`config.mk`:
```
export PLATFORM = sky130hd
export DESIGN_NAME = tick_scheduler
export DESIGN_NICKNAME = d
export VERILOG_FILES = /design/src/rtl/redstone_pkg.sv /design/src/rtl/tick_divider.sv /design/src/rtl/tick_scheduler.sv
export SDC_FILE = /design/constraint.sdc
export NUM_CORES = 1
export LEC_CHECK = 0
export BUFFER_PORTS_ARGS = -buffer_cell sky130_fd_sc_hd__buf_2
export CAP_MARGIN = 5
export CELL_PAD_IN_SITES_DETAIL_PLACEMENT = 1
export CELL_PAD_IN_SITES_GLOBAL_PLACEMENT = 2
export CORE_ASPECT_RATIO = 1.25
export CORE_UTILIZATION = 28
export CTS_BUF_LIST = sky130_fd_sc_hd__clkbuf_8 sky130_fd_sc_hd__clkbuf_16
export DETAILED_ROUTE_END_ITERATION = 8
export PLACE_DENSITY = 0.83
export SETUP_SLACK_MARGIN = 0.02
export SYNTH_ARGS = -nofsm -noshare
export SYNTH_HDL_FRONTEND = slang
export SYNTH_HIERARCHICAL = 1
export SYNTH_SLANG_ARGS = --single-unit
```
`constraint.sdc`:
```
create_clock -name i_clk -period 2 [get_ports i_clk]
set_clock_uncertainty 0.05 [all_clocks]
set_input_delay 0.1 -clock i_clk [delete_from_list [all_inputs] [get_ports i_clk]]
set_output_delay 0.1 -clock i_clk [all_outputs]
set_load 0.1 [all_outputs]
```
`src/rtl/redstone_pkg.sv`:
```
// rtl/redstone_pkg.sv - shared state enum, default parameters and widths for tick_scheduler
package redstone_pkg;

    localparam int DEF_NUM_INPUTS    = 8;
    localparam int DEF_NUM_OUTPUTS   = 8;
    localparam int DEF_SETTLE_CYCLES = 2;
    localparam int DEF_TICK_DIV      = 100;
    localparam int TICK_CNT_W        = 32;
    localparam int STEP_CNT_W        = 16;

    typedef enum logic [2:0] {
        ST_IDLE,
        ST_APPLY,
        ST_PULSE,
        ST_SETTLE,
        ST_CAPTURE
    } state_e;

    // One tick can never be shorter than APPLY + PULSE + SETTLE + CAPTURE,
    // so the run-mode pulse spacing is clamped to that.
    function automatic int run_interval(input int tick_div, input int settle_cycles);
        int min_len;
        min_len = settle_cycles + 3;
        return (tick_div > min_len) ? tick_div : min_len;
    endfunction

endpackage

```
`src/rtl/tick_divider.sv`:
```
// rtl/tick_divider.sv - run-mode interval counter, reloaded on each tick pulse
// Ports:
//   i_clk, i_rst  clock and synchronous active-high reset
//   i_load        reload the counter with LOAD_VAL (asserted during PULSE)
//   o_expired     counter at zero: the next cycle may start a new APPLY
module tick_divider #(
    parameter int LOAD_VAL = 97,
    parameter int CNT_W    = 7
) (
    input  logic i_clk,
    input  logic i_rst,
    input  logic i_load,
    output logic o_expired
);

    logic [CNT_W-1:0] cnt_q;
    logic [CNT_W-1:0] cnt_d;

    always_comb begin
        cnt_d = cnt_q;
        if (i_load) begin
            cnt_d = CNT_W'(LOAD_VAL);
        end else if (cnt_q != '0) begin
            cnt_d = cnt_q - 1'b1;
        end
    end

    always_ff @(posedge i_clk) begin
        if (i_rst) begin
            cnt_q <= '0;
        end else begin
            cnt_q <= cnt_d;
        end
    end

    assign o_expired = (cnt_q == '0);

endmodule

```
`src/rtl/tick_scheduler.sv`:
```
// rtl/tick_scheduler.sv - tick sequencer driving a compiled circuit (apply/pulse/settle/capture)
// Ports:
//   i_clk, i_rst                              clock, synchronous active-high reset
//   i_run                                     level, free-running ticks while high
//   i_step_valid/o_step_ready/i_step_count    request N single-step ticks
//   i_in_valid/o_in_ready/i_in_data           host input-vector update (one-entry buffer)
//   o_circ_in                                 vector applied to circuit inputs
//   o_tick                                    one-cycle tick pulse
//   i_circ_out                                combinational circuit outputs
//   o_out_valid/i_out_ready/o_out_data        per-tick output snapshot
//   o_tick_count, o_busy                      ticks since reset, FSM not idle
module tick_scheduler
    import redstone_pkg::*;
#(
    parameter int NUM_INPUTS    = DEF_NUM_INPUTS,
    parameter int NUM_OUTPUTS   = DEF_NUM_OUTPUTS,
    parameter int SETTLE_CYCLES = DEF_SETTLE_CYCLES,
    parameter int TICK_DIV      = DEF_TICK_DIV
) (
    input  logic                   i_clk,
    input  logic                   i_rst,
    input  logic                   i_run,
    input  logic                   i_step_valid,
    output logic                   o_step_ready,
    input  logic [STEP_CNT_W-1:0]  i_step_count,
    input  logic                   i_in_valid,
    output logic                   o_in_ready,
    input  logic [NUM_INPUTS-1:0]  i_in_data,
    output logic [NUM_INPUTS-1:0]  o_circ_in,
    output logic                   o_tick,
    input  logic [NUM_OUTPUTS-1:0] i_circ_out,
    output logic                   o_out_valid,
    input  logic                   i_out_ready,
    output logic [NUM_OUTPUTS-1:0] o_out_data,
    output logic [TICK_CNT_W-1:0]  o_tick_count,
    output logic                   o_busy
);

    localparam int INTERVAL = run_interval(TICK_DIV, SETTLE_CYCLES);
    // Loaded during PULSE; reaching zero lets IDLE/CAPTURE enter APPLY so the
    // following PULSE lands exactly INTERVAL cycles after the previous one.
    localparam int DIV_LOAD = INTERVAL - 3;
    localparam int DIV_W    = $clog2(DIV_LOAD + 2);
    localparam int SET_W    = (SETTLE_CYCLES > 1) ? $clog2(SETTLE_CYCLES) : 1;
    localparam logic [SET_W-1:0] SET_LAST = SET_W'(SETTLE_CYCLES - 1);

    state_e                  state_q, state_d;
    logic [STEP_CNT_W-1:0]   remaining_q, remaining_d;
    logic                    step_mode_q, step_mode_d;
    logic [SET_W-1:0]        settle_cnt_q, settle_cnt_d;
    logic                    pend_valid_q, pend_valid_d;
    logic [NUM_INPUTS-1:0]   pend_data_q, pend_data_d;
    logic [NUM_INPUTS-1:0]   circ_in_q, circ_in_d;
    logic                    out_valid_q, out_valid_d;
    logic [NUM_OUTPUTS-1:0]  out_data_q, out_data_d;
    logic [TICK_CNT_W-1:0]   tick_count_q, tick_count_d;
    logic                    capture_fire;
    logic                    div_expired;
    logic                    in_accept;

    tick_divider #(
        .LOAD_VAL (DIV_LOAD),
        .CNT_W    (DIV_W)
    ) u_divider (
        .i_clk     (i_clk),
        .i_rst     (i_rst),
        .i_load    (state_q == ST_PULSE),
        .o_expired (div_expired)
    );

    always_comb begin
        state_d      = state_q;
        remaining_d  = remaining_q;
        step_mode_d  = step_mode_q;
        settle_cnt_d = settle_cnt_q;
        capture_fire = 1'b0;
        case (state_q)
            ST_IDLE: begin
                // Run mode owns the FSM while i_run is high; steps are not ready then.
                if (i_run) begin
                    if (div_expired) begin
                        step_mode_d = 1'b0;
                        state_d     = ST_APPLY;
                    end
                end else if (i_step_valid && (i_step_count != '0)) begin
                    remaining_d = i_step_count;
                    step_mode_d = 1'b1;
                    state_d     = ST_APPLY;
                end
            end
            ST_APPLY: begin
                state_d = ST_PULSE;
            end
            ST_PULSE: begin
                settle_cnt_d = '0;
                state_d      = ST_SETTLE;
            end
            ST_SETTLE: begin
                if (settle_cnt_q == SET_LAST) begin
                    state_d = ST_CAPTURE;
                end else begin
                    settle_cnt_d = settle_cnt_q + 1'b1;
                end
            end
            ST_CAPTURE: begin
                // Stall here while the previous snapshot is still unconsumed.
                if (!out_valid_q || i_out_ready) begin
                    capture_fire = 1'b1;
                    if (step_mode_q) begin
                        remaining_d = remaining_q - 1'b1;
                        state_d     = (remaining_q != 16'd1) ? ST_APPLY : ST_IDLE;
                    end else begin
                        state_d = (i_run && div_expired) ? ST_APPLY : ST_IDLE;
                    end
                end
            end
            default: begin
                state_d = ST_IDLE;
            end
        endcase
    end

    always_comb begin
        in_accept    = i_in_valid && !pend_valid_q;
        pend_valid_d = pend_valid_q;
        pend_data_d  = pend_data_q;
        circ_in_d    = circ_in_q;
        out_valid_d  = out_valid_q;
        out_data_d   = out_data_q;
        tick_count_d = tick_count_q;
        if ((state_q == ST_APPLY) && pend_valid_q) begin
            circ_in_d    = pend_data_q;
            pend_valid_d = 1'b0;
        end
        // A same-cycle accept wins over the APPLY clear.
        if (in_accept) begin
            pend_valid_d = 1'b1;
            pend_data_d  = i_in_data;
        end
        if (i_out_ready) begin
            out_valid_d = 1'b0;
        end
        if (capture_fire) begin
            out_valid_d = 1'b1;
            out_data_d  = i_circ_out;
        end
        if (state_q == ST_PULSE) begin
            tick_count_d = tick_count_q + 1'b1;
        end
    end

    always_ff @(posedge i_clk) begin
        if (i_rst) begin
            state_q      <= ST_IDLE;
            remaining_q  <= '0;
            step_mode_q  <= 1'b0;
            settle_cnt_q <= '0;
            pend_valid_q <= 1'b0;
            pend_data_q  <= '0;
            circ_in_q    <= '0;
            out_valid_q  <= 1'b0;
            out_data_q   <= '0;
            tick_count_q <= '0;
        end else begin
            state_q      <= state_d;
            remaining_q  <= remaining_d;
            step_mode_q  <= step_mode_d;
            settle_cnt_q <= settle_cnt_d;
            pend_valid_q <= pend_valid_d;
            pend_data_q  <= pend_data_d;
            circ_in_q    <= circ_in_d;
            out_valid_q  <= out_valid_d;
            out_data_q   <= out_data_d;
            tick_count_q <= tick_count_d;
        end
    end

    assign o_tick       = (state_q == ST_PULSE);
    assign o_busy       = (state_q != ST_IDLE);
    assign o_step_ready = (state_q == ST_IDLE) && !i_run;
    assign o_in_ready   = !pend_valid_q;
    assign o_circ_in    = circ_in_q;
    assign o_out_valid  = out_valid_q;
    assign o_out_data   = out_data_q;
    assign o_tick_count = tick_count_q;

endmodule

```
==> impl_metrics.yaml <==
outcome:
  outcome: "finished with violations"
  violations: "setup timing"
routing:
  wl_um: 12200
  wl_per_cell_um: 15.6
  drcViolationCount: 0
  drt_iter0_drc: 75
  num_vias: 3949
  dr.pass1.iters: 4
  postRouteAntennaNets: 0
  vias_per_cell: 5.04
timing:
  max_freq_mhz: 487
  rsz0062_at_grt: "yes"
  period_share_pct: 103
  period_needed_ns: 2.06
  max_slew_margin_pct: 61.4
  worst_pin_slew_ns: 0.579
  finalHoldViolCount: 0
  fin_ws_ns: -0.0552
  setup_viol_count_final: 1
  finalMaxSlewViolations: 0
  fin_setup_tns_ns: -0.0552
synth:
  yosys.area_share.xor_xnor_pct: 6.97
  synth-edff-count: 0
  synth-main-ff-cell: "dfxtp_1"
  ys_seq_area_share_pct: 42.8
  yosysUniqueCellTypes: 49
  yosys.area_share.simple_pct: 27.3
  syn_inst: 484
  ys_ff_latch: 86
  postSynthAreaPerCell_um2: 8.31
  async_flop_share_pct: 0
  yosys.area_share.adder_pct: 1.55
  synth_compound_area_share_pct: 12.8
  synth.mux.area_fraction_pct: 4.48
  yosysWarnings: 6
  synth_top_family_by_area: "simple AND/OR/NAND/NOR gates"
  synth_fp_nets: 527
  syn-cell-area_mm2: 0.00402
setup_path:
  critPathMaxStageDelay_ns: 0.52
  crit_buf_inv: 0
  cp_top_family: "simple AND/OR/NAND/NOR gates"
  setup.worst_path.start: "remaining_q[9]$_SDFFE_PP0P_"
  start_kind: "register"
  r2r_cells: 5
  crit_required_ns: 2.15
  worstReg2RegStart: "remaining_q[9]$_SDFFE_PP0P_"
  cp.arrival_ns: 2.20
  cpMostUsedCell: "or4_4"
  path_cells: "or4_4 -> or4_4 -> or3_1 -> a31oi_1 -> nor4_1"
  crit_cells: 5
  slowest_stage: "or4_4"
  rr_endpoint: "state_q[0]$_SDFFE_PP0P_"
  crit_type: "register to register"
  cp_max_fo: 3
  cp-end-kind: "register"
  endpoint: "state_q[0]$_SDFFE_PP0P_"
  ff2ff_setup_slack_ns: -0.06
die:
  die_h_um: 136
  die_w_um: 109
  dieArea_mm2: 0.0149
  ioPinCount: 91
  num_rows: 48
  core_area_mm2: 0.0139
  initial_core_util_pct: 28.9
final_layout:
  final_common_cell: "buf_2"
  finalInstanceArea_mm2: 0.00554
  syn2layout_area_growth_pct: 37.6
  fin_nets: 647
  fillerInstances: 1657
  antenna_cells: 0
  drive_gt1_share_pct: 31.7
  instances_no_fill: 784
  layout_common_cells: "88 x buf_2, 69 x nor2_1, 56 x dfxtp_1"
placed_design:
  pre_cts_slack_ns: -0.0869
  dp.cells: 750
  io_buffer_count: 90
  gp_congestion: 0.769
  dp_hpwl_um: 9070
  placed_cell_area_mm2: 0.00499
clock_tree:
  insertion_delay_ns: 0.34
  cts_buffers: 9
  clock_sinks: 86
  h-tree-depth: 3
  cts_tree: "built"
  clk_pin_slew_ns: 0.06
  cts_buffer_depth: 2
  root_buffer: "clkbuf_16"
worst_hold_path:
  hold_path.class: "input port to register"
power:
  ir_drop_uv: 567
  power_mw: 5.33
  cellLeakagePower_nw: 2.30
  powerDensity_mw_per_mm2: 962
grt:
  antenna_found_initial: 0
  grt_start_max_net_pins: 34
  overflow: 0
  grt_pass1_wl_um: 20300
  track_usage_pct: 17.4
  grt_pass1_vias: 4233
run:
  max-cap-violations: 0
-- sequential cells by signal (all words and copies together) (netlist names) --
signal           count
o_tick_count        32
pend_data_q          8
u_divider/cnt_q      7
step_mode_q          1
state_q              3
settle_cnt_q         1
pend_valid_q         1
o_circ_in            8
remaining_q         16
o_out_valid          1
o_out_data           8
-- report_power, final --
| part | switching [mW] | leakage (nW) | internal (mW) |
|---|---|---|---|
| registers | 0.127 | 0.718 | 1.82 |
| clock network | 0.739 | 0.161 | 1.11 |
| logic | 0.940 | 1.42 | 0.586 |
-- metrics by stage --
| stage | hold WS, ns | util (%) |
|---|---|---|
| 2_1_floorplan | 0.119 | - |
| 6_report | 0.0645 | 39.7 |
| 3_3_place_gp | 0.287 | 35.8 |
| 4_1_cts | 0.0555 | 39.5 |
| 5_1_grt | 0.0754 | 39.7 |
| 3_5_place_dp | 0.313 | 35.8 |
-- how the worst min path moves through the flow --
| stage | end | depth (start not counted) | from | slack [ns] |
|---|---|---|---|---|
| finish | remaining_q[13]$_SDFFE_PP0P_ | 4 | i_step_count[13] | 0.06 |
| global route | remaining_q[13]$_SDFFE_PP0P_ | 4 | i_step_count[13] | 0.08 |
| CTS | remaining_q[13]$_SDFFE_PP0P_ | 4 | i_step_count[13] | 0.06 |
| detailed placement | pend_data_q[5]$_SDFFE_PP0P_ | 3 | i_in_data[5] | 0.31 |
| floorplan | u_divider/cnt_q[1]$_SDFFE_PP0N_ | 1 | i_rst | 0.12 |
| global placement | pend_data_q[5]$_SDFFE_PP0P_ | 3 | i_in_data[5] | 0.29 |
-- cells in the mapped netlist, drive strengths merged (3+ instances only) --
library cell	number	area (um^2)
and3	12	75.1
buf	4	17.5
xor2	22	193
nor3	10	50.1
a211oi	6	45.0
a22oi	3	22.5
and4	6	52.6
nand2	37	139
and2	5	31.3
xnor2	10	87.6
nor4	13	96.3
nand2b	7	43.8
nor3b	3	27.5
ha	5	62.6
a21o	4	31.3
inv	11	41.3
a21oi	33	165
a31oi	3	18.8
mux2i	18	180
clkbuf	28	106
nand3	26	130
o21ai	20	100
nand4	14	87.6
o31ai	4	30.0
or4	4	37.5
dfxtp	86	1720
nor2	70	263
-- kinds of logic (layout without fill, tap and decap cells) --
logic type                 Yosys count  after routing
AOI/OAI and AO/OA                   84             84
DFF                                 86             86
buffers and inverters               43            168
muxes                               18             18
and+or+nand+nor                    216            216
adders and majority gates            5              5
xor gates and xnor gates            32             32
-- worst reg2reg max path: stages, from the launching register on --
cell	delay, ns
dfxtp_2	0.33
or4_4	0.52
or4_4	0.45
or3_1	0.33
a31oi_1	0.18
nor4_1	0.06
-- routing by layer --
| layer | routed length (um) | global-route usage [%] | vias up | part of all wire, % |
|---|---|---|---|---|
| met3 | 514 | 3.64 | 14 | 4.2 |
| li1 | - | - | 1946 | - |
| met4 | 168 | 5.33 | 0 | 1.4 |
| met2 | 6580 | 33.4 | 72 | 54 |
| met1 | 4940 | 18.6 | 1917 | 40 |
| met5 | 0 | 0 | - | 0 |
-- layout make-up --
| class | count | area [um^2] | area share, % |
|---|---|---|---|
| well taps | 175 | 219 | 3.96 |
| clock buffers | 9 | 225 | 4.07 |
| multi-input cells | 355 | 2210 | 39.9 |
| inverters | 11 | 45.0 | 0.814 |
| clock inverters | 7 | 104 | 1.88 |
| repair buffers | 141 | 935 | 16.9 |
| flip-flops and latches | 86 | 1800 | 32.5 |
-- timing repair --
| action | in CTS | in global routing |
|---|---|---|
| endpoints found under the hold margin | 17 | 0 |
| setup endpoints to repair | 3 | 11 |
| gates resized for setup | 5 | 6 |
| pin swaps | 1 | 4 |
| hold buffers | 17 | 0 |
| setup buffers | 0 | 1 |
Note: power is estimated with default switching activity, not from simulation.
